==> src/rtl/mux_pkg.sv <==
// Shared definitions for the mux_scan block: mode encodings and scan FSM states.
package mux_pkg;

  localparam logic MODE_MANUAL = 1'b0;
  localparam logic MODE_SCAN   = 1'b1;

  typedef enum logic {
    ST_MANUAL     = 1'b0,
    ST_SCAN_DWELL = 1'b1
  } state_t;

endpackage

==> src/rtl/mux_scan_ptr.sv <==
// Round-robin scan pointer for mux_scan: dwells at most DWELL cycles per channel
// and moves on early once the pointed channel has transferred a word.
module mux_scan_ptr
  import mux_pkg::*;
#(
  parameter int CHANNELS = 4,
  parameter int DWELL    = 4,
  localparam int SEL_W   = $clog2(CHANNELS)
) (
  input  logic             clk,
  input  logic             rst,
  input  logic             mode,
  input  logic             xfer,
  output logic [SEL_W-1:0] ptr
);

  localparam int CNT_W = (DWELL > 1) ? $clog2(DWELL) : 1;

  state_t             state_q, state_d;
  logic [SEL_W-1:0]   ptr_q, ptr_d;
  logic [CNT_W-1:0]   dwell_q, dwell_d;

  // NOTE: every next-state variable gets a default first, so no path can infer a latch.
  always_comb begin
    state_d = state_q;
    ptr_d   = ptr_q;
    dwell_d = dwell_q;
    unique case (state_q)
      ST_MANUAL: begin
        ptr_d   = '0;
        dwell_d = '0;
        if (mode == MODE_SCAN) state_d = ST_SCAN_DWELL;
      end
      ST_SCAN_DWELL: begin
        if (mode == MODE_MANUAL) begin
          state_d = ST_MANUAL;
          ptr_d   = '0;
          dwell_d = '0;
        end else if (xfer || (32'(dwell_q) == DWELL - 1)) begin
          ptr_d   = (32'(ptr_q) == CHANNELS - 1) ? '0 : ptr_q + SEL_W'(1);
          dwell_d = '0;
        end else begin
          dwell_d = dwell_q + CNT_W'(1);
        end
      end
      default: state_d = ST_MANUAL;
    endcase
  end

  // NOTE: sequential state uses non-blocking assignments; reset is synchronous to clk.
  always_ff @(posedge clk) begin
    if (rst) begin
      state_q <= ST_MANUAL;
      ptr_q   <= '0;
      dwell_q <= '0;
    end else begin
      state_q <= state_d;
      ptr_q   <= ptr_d;
      dwell_q <= dwell_d;
    end
  end

  assign ptr = ptr_q;

endmodule

==> src/rtl/mux_scan.sv <==
// Registered N:1 word mux with valid/ready on every channel, manual or round-robin scan select.
// Optional transfer/stall counters are built when MUX_SCAN_COUNT_EN is defined.
module mux_scan
  import mux_pkg::*;
#(
  parameter int WIDTH    = 8,
  parameter int CHANNELS = 4,
  parameter int DWELL    = 4,
  localparam int SEL_W   = $clog2(CHANNELS)
) (
  input  logic                      clk,
  input  logic                      rst,
  input  logic                      mode,
  input  logic [SEL_W-1:0]          sel_in,
  input  logic [CHANNELS*WIDTH-1:0] in_data,
  input  logic [CHANNELS-1:0]       in_valid,
  output logic [CHANNELS-1:0]       in_ready,
  output logic [WIDTH-1:0]          out_data,
  output logic [SEL_W-1:0]          out_ch,
  output logic                      out_valid,
  input  logic                      out_ready,
  output logic                      sel_err
`ifdef MUX_SCAN_COUNT_EN
  ,
  output logic [15:0]               xfer_cnt,
  output logic [15:0]               stall_cnt
`endif
);

  logic [SEL_W-1:0] ptr, act;
  logic             act_ok, can_load, xfer;
  logic [WIDTH-1:0] act_word;

  logic [WIDTH-1:0] out_data_q, out_data_d;
  logic [SEL_W-1:0] out_ch_q, out_ch_d;
  logic             out_valid_q, out_valid_d;
  logic             sel_err_q, sel_err_d;

  mux_scan_ptr #(
    .CHANNELS (CHANNELS),
    .DWELL    (DWELL)
  ) u_ptr (
    .clk  (clk),
    .rst  (rst),
    .mode (mode),
    .xfer (xfer),
    .ptr  (ptr)
  );

  // Decode the active channel; an out-of-range manual select matches no channel at all.
  always_comb begin
    act      = (mode == MODE_SCAN) ? ptr : sel_in;
    act_ok   = (mode == MODE_SCAN) || (32'(sel_in) < CHANNELS);
    can_load = !out_valid_q || out_ready;
    in_ready = '0;
    xfer     = 1'b0;
    act_word = '0;
    for (int k = 0; k < CHANNELS; k++) begin
      if (act_ok && (32'(act) == k)) begin
        in_ready[k] = can_load && !rst;
        xfer        = can_load && !rst && in_valid[k];
        act_word    = in_data[k*WIDTH +: WIDTH];
      end
    end
  end

  always_comb begin
    out_data_d  = out_data_q;
    out_ch_d    = out_ch_q;
    out_valid_d = out_valid_q;
    if (xfer) begin
      out_data_d  = act_word;
      out_ch_d    = act;
      out_valid_d = 1'b1;
    end else if (out_ready) begin
      out_valid_d = 1'b0;
    end
    sel_err_d = sel_err_q || ((mode == MODE_MANUAL) && !act_ok);
  end

  always_ff @(posedge clk) begin
    if (rst) begin
      out_data_q  <= '0;
      out_ch_q    <= '0;
      out_valid_q <= 1'b0;
      sel_err_q   <= 1'b0;
    end else begin
      out_data_q  <= out_data_d;
      out_ch_q    <= out_ch_d;
      out_valid_q <= out_valid_d;
      sel_err_q   <= sel_err_d;
    end
  end

  assign out_data  = out_data_q;
  assign out_ch    = out_ch_q;
  assign out_valid = out_valid_q;
  assign sel_err   = sel_err_q;

`ifdef MUX_SCAN_COUNT_EN
  logic [15:0] xfer_cnt_q, xfer_cnt_d;
  logic [15:0] stall_cnt_q, stall_cnt_d;

  // Transfer count wraps; stall count saturates so long stalls stay visible.
  always_comb begin
    xfer_cnt_d  = xfer ? xfer_cnt_q + 16'd1 : xfer_cnt_q;
    stall_cnt_d = stall_cnt_q;
    if (out_valid_q && !out_ready && (stall_cnt_q != 16'hFFFF)) stall_cnt_d = stall_cnt_q + 16'd1;
  end

  always_ff @(posedge clk) begin
    if (rst) begin
      xfer_cnt_q  <= '0;
      stall_cnt_q <= '0;
    end else begin
      xfer_cnt_q  <= xfer_cnt_d;
      stall_cnt_q <= stall_cnt_d;
    end
  end

  assign xfer_cnt  = xfer_cnt_q;
  assign stall_cnt = stall_cnt_q;
`endif

endmodule

==> config.mk <==
export PLATFORM = sky130hd
export DESIGN_NAME = mux_scan
export DESIGN_NICKNAME = d
export VERILOG_FILES = /design/src/rtl/mux_pkg.sv /design/src/rtl/mux_scan_ptr.sv /design/src/rtl/mux_scan.sv
export SDC_FILE = /design/constraint.sdc
export NUM_CORES = 1
export LEC_CHECK = 0
export BUFFER_PORTS_ARGS = -buffer_cell sky130_fd_sc_hd__buf_2
export CAP_MARGIN = 40
export CORE_AREA = 5 5 53 55
export CTS_CLUSTER_SIZE = 12
export DETAILED_ROUTE_END_ITERATION = 8
export DIE_AREA = 0 0 58 60
export GPL_TIMING_DRIVEN = 1
export PLACE_DENSITY = 0.8
export SLEW_MARGIN = 0
export SYNTH_ARGS = -nofsm -noshare
export SYNTH_HDL_FRONTEND = slang
export SYNTH_SLANG_ARGS = --single-unit
==> constraint.sdc <==
create_clock -name clk -period 2.2 [get_ports clk]
set_input_delay 0.11 -clock clk [delete_from_list [all_inputs] [get_ports clk]]
set_output_delay 0.11 -clock clk [all_outputs]
set_load 0.03 [all_outputs]
Word-level counts from Yosys, hierarchy flattened --
Index checks and enable logic that the tools add are counted.
Storage, ports and cells: register bits 16, bits of input ports 42, output and inout port bits 16, word-level logic and storage cells 49
Operators by class: add/sub/neg operators 2, eq/ne operators 6, mux-type cells 23, bitwise gates (word level) 1, reductions and logical operators 11
Operators by type and width (count):
- 8-bit 2-to-1 mux | 4
- 2-bit 2-to-1 mux | 6
- 1-bit 2-to-1 mux | 11
- 2-bit == test (second input constant) | 4
- 2-bit one-hot mux with 2 select lines | 2
- 1-bit logical AND | 5
- 2-bit by 1-bit adder with 2-bit output (second input constant) | 2
- 3-bit inequality test (second input constant) | 1
- 2-bit by 1-bit == test with 1-bit output (second input constant) | 1
- 1-bit zero test | 2
- 2-bit zero test | 1
- 1-bit logical OR | 2
- 2-bit nonzero test | 1
- 1-bit inverter | 1

Longest topological paths before layout --
depth after elaboration 12, depth in mapped cells 7, depth with buffers taken out 5

Modules after synthesis --
Synthesis repeated with hierarchy kept, for this count alone.
Second synthesis, totals: cells, all modules 96, area total of the unflattened synthesis 964.7 sq um
Modules (own cells, without submodules):
- mux_scan | times used 1, cells each 78, area each 775.7 sq um, sequential area each 220.2 sq um
- mux_scan_ptr | times used 1, cells each 18, area each 188.9 sq um, sequential area each 100.1 sq um

Worst setup path before layout --
No wires, ideal clock.
path type register to register, start reg u_ptr.ptr_q[0], in the netlist u_ptr.ptr[0], end reg u_ptr.ptr_q[0], in the netlist u_ptr.ptr[0], library setup time 0.114 ns, arrival time 1.722 ns, required time 2.086 ns, slack 0.364 ns, stages on the path, launching flop included 6, buffers on the path 0, clock period less this slack 1.836 ns, cells stage by stage dfxtp_1 > mux2i_2 > mux4_2 > a21oi_1 > mux2i_1 > nor2_1
Between the ends: word-level cells in the longest chain between the ends 8, elaborated cells between the ends (all ways) 17, those cells by class add/sub: 1; eq/ne: 5; mux: 9; reduce/logical: 2
Ends and longest elaborated chain:
- from (decl) | RTL line mux_scan_ptr.sv:20 | logic [SEL_W-1:0] ptr_q, ptr_d;
- from (signal assigned) | RTL line mux_scan_ptr.sv:58 | ptr_q <= ptr_d;
- 2-bit 2-to-1 mux | RTL line mux_scan.sv:52 | act = (mode == MODE_SCAN) ? ptr : sel_in;
- 2-bit zero test | RTL line mux_scan.sv:59 | if (act_ok && (32'(act) == k)) begin
- 1-bit 2-to-1 mux (4 in series) | RTL line mux_scan.sv:59
- 1-bit logical OR | RTL line mux_scan_ptr.sv:39 | end else if (xfer || (32'(dwell_q) == DWELL - 1)) begin
- 3-bit inequality test (no source line)
Several ways; a longest one is shown, not always the timed one. The select of a mux whose other input is x is not followed. A chain may end at the register's enable or synchronous reset.

Worst setup path after layout --
Same ends and word-level chain as after synthesis.

==> impl_metrics.py <==
metrics = {
    "worst_setup_path": {
        "crit_required_ps": 2380,
        "path_max_fanout": 5,
        "critPathLaunchType": "flop",
        "critPathKind": "reg -> reg",
        "cp-end-kind": "flop",
        "crit_arrival_ps": 2130,
    },
    "timing": {
        "fin_setup_tns_ps": 0,
        "hold_violations": 0,
        "drv_slew": 0,
        "finalCritPeriodShare": 0.8851,
        "rsz0062_at_grt": "false",
        "timing.final.ws_setup_ps": 252.8,
        "setup_violations": 0,
        "fin_crit_ps": 1947,
        "worst_clock_skew_ps": 5.378,
        "fmax_mhz": 513.6,
    },
    "cts": {
        "cts_buffer_depth": 2,
        "cts.reportedPaths.clkPinSlew_ps": 100,
        "ctsResizeCount": 0,
        "clkLatencyLatePin_ps": 280,
        "cts_root_buffer": "clkbuf_4",
        "cts_setup_buffers": 0,
        "cts_hold_buf": 0,
        "cts_buffers": 3,
        "htreeDepth": 1,
        "clock-sinks": 16,
        "cts_tree": "yes",
    },
    "layout": {
        "final_cell_count_no_fill": 198,
        "seq_area_sq_um": 320.3,
        "nFillCells": 222,
        "multi_input_comb_area_sq_um": 561.8,
        "final_common_cell": "buf_2",
        "antenna_cells": 0,
        "mostFrequentLayoutCells": "buf_2, nand2_1, dfxtp_1, a21oi_1",
        "final_nets": 213,
        "syn_to_final_growth_pct": 36.13,
        "drive_gt1_frac": 0.4048,
    },
    "logic_synthesis": {
        "avgSynthCellArea_sq_um": 8.183,
        "synth_cells": 113,
        "synth-seq-cells": 16,
        "synth_area_sq_um": 924.6,
        "synth_cell_types": 25,
        "yosys_warnings": 0,
        "synth_nets": 157,
        "synth_seq_area_share": 0.3464,
    },
    "place": {
        "dp_worst_setup_slack_ps": 284.9,
        "gp_congestion": 0.8086,
        "dpl.cell_count": 194,
        "dp_hpwl_microns": 2225,
        "port_buffers": 56,
    },
    "detailed_routing": {
        "vias": 1034,
        "wl_per_cell_microns": 14.27,
        "routed_wl_microns": 2826,
        "routed_via_density": 5.222,
        "drc": 0,
        "first_pass_iters": 4,
        "drt_iter0_markers": 47,
        "drtAntennaViolNets": 0,
    },
    "grt": {
        "grt_pass1_vias": 913,
        "grt_overflow": 0,
        "grt_max_degree": 23,
        "antenna_found_initial": 0,
        "grt_pass1_wl_microns": 4284,
        "grtUsageTotal": 0.1572,
    },
    "floorplan": {
        "core_area_sq_um": 2342,
        "dieArea_sq_um": 3480,
        "ioPinCount": 58,
        "die_height_microns": 60,
        "start_util": 0.3948,
        "fp.dieW_microns": 58,
        "num_rows": 18,
    },
    "run_status": {
        "status": "complete, no violations",
    },
    "power_and_ir_drop": {
        "clkPwrFrac": 0.275,
        "p_comb_frac": 0.277,
        "swShare": 0.3074,
        "p_leak_nw": 0.6125,
        "power.internal_w": 0.0004859,
        "power_w": 0.0007015,
        "p_per_area_nw_per_um2": 557.3,
        "power.switching_w": 0.0002157,
        "p_seq_frac": 0.448,
        "peakVddDrop_uv": 421.6,
    },
    "min_path": {
        "hp-class": "in -> reg",
    },
    "job": {
        "drv_cap": 0,
    },
}
-- final cells by class --
cell class                      instances  share of cell area
Timing Repair Buffer                   59              0.2406
Sequential cell                        16              0.2545
Clock buffer                            4             0.02883
Multi-Input combinational cell         89              0.4463
Tap cell                               30             0.02982
-- per-layer routing --
metal  global-route usage  wire length (microns)  vias to the layer above
met5                    0                      0                        -
met4              0.03974                     16                        0
met3              0.01512                    175                        2
met2               0.2742                   1455                       36
met1               0.2076                   1178                      480
li1                     -                      -                      516
-- worst max-delay path, cell delays in order (launching register included) --
cell	delay [ps]
dfxtp_1	360
mux2i_2	210
mux4_2	590
a21oi_1	360
mux2i_1	260
nor2_1	60
-- synthesized netlist by cell type (all sizes together) --
library cell   n  area, sq um
a211oi         8        60.06
a21oi         12        60.06
a311o          8        80.08
a311oi         1        8.760
and2           8        50.05
and3           2        12.51
and4           1        8.760
buf            3        23.77
clkbuf         5        18.77
conb           1        3.750
dfxtp         16        320.3
ha             2        25.02
mux2           1        11.26
mux2i          5        57.56
mux4           1        22.52
nand2         28        107.6
nand2b         1        6.260
nor2           6        22.52
nor2b          2        12.51
nor3           1        5.000
nor3b          1        7.510
-- cell families (layout without fill, tap and decap cells) --
logic type	Yosys count	after routing	share of synthesized area
AND/OR/NAND/NOR	50	50	0.2517
AO/OA/AOI/OAI	29	29	0.2260
flip-flops	16	16	0.3464
buffers and inverters	8	63	0.04601
multiplexers	7	7	0.09878
adder cells (fa/ha/maj)	2	2	0.02706
other	1	1	0.004056
-- worst paths after layout --
path / from / endpoint / cells past startpoint / slack (ps)
worst max-delay path: u_ptr.ptr[0] / u_ptr.ptr[0] / 5 / 250
worst min-delay path: out_ready / out_valid / 3 / 90
worst max register to register: u_ptr.ptr[0] / u_ptr.ptr[0] / 5 / 250
worst min register to register: u_ptr.dwell_q[0] / u_ptr.dwell_q[0] / 1 / 430
-- state kept, by name (all words and copies together), names as in the netlist --
signal	flops
out_ch	2
out_data	8
u_ptr.ptr	2
u_ptr.dwell_q	2
out_valid	1
u_ptr.state_q	1
-- power groups by stage --
stage                     clock, W  sequential, W  combinational [W]
after detailed placement         0       0.000321           0.000195
after global placement           0       0.000320           0.000190
after CTS                 0.000195       0.000314           0.000196
after global routing      0.000206       0.000317           0.000212
final                     0.000193       0.000314           0.000195
after floorplan                  0       0.000349          0.0000947
-- per-stage QoR --
stage	util	area, sq um	hold WS [ps]
floorplan	-	924.6	182.1
global placement	0.5219	1222	388.5
detailed placement	0.5219	1222	399.4
CTS	0.5374	1259	90.80
global route	0.5374	1259	119.1
finish	0.5374	1259	87.78
(Power assumes the default switching activity.)
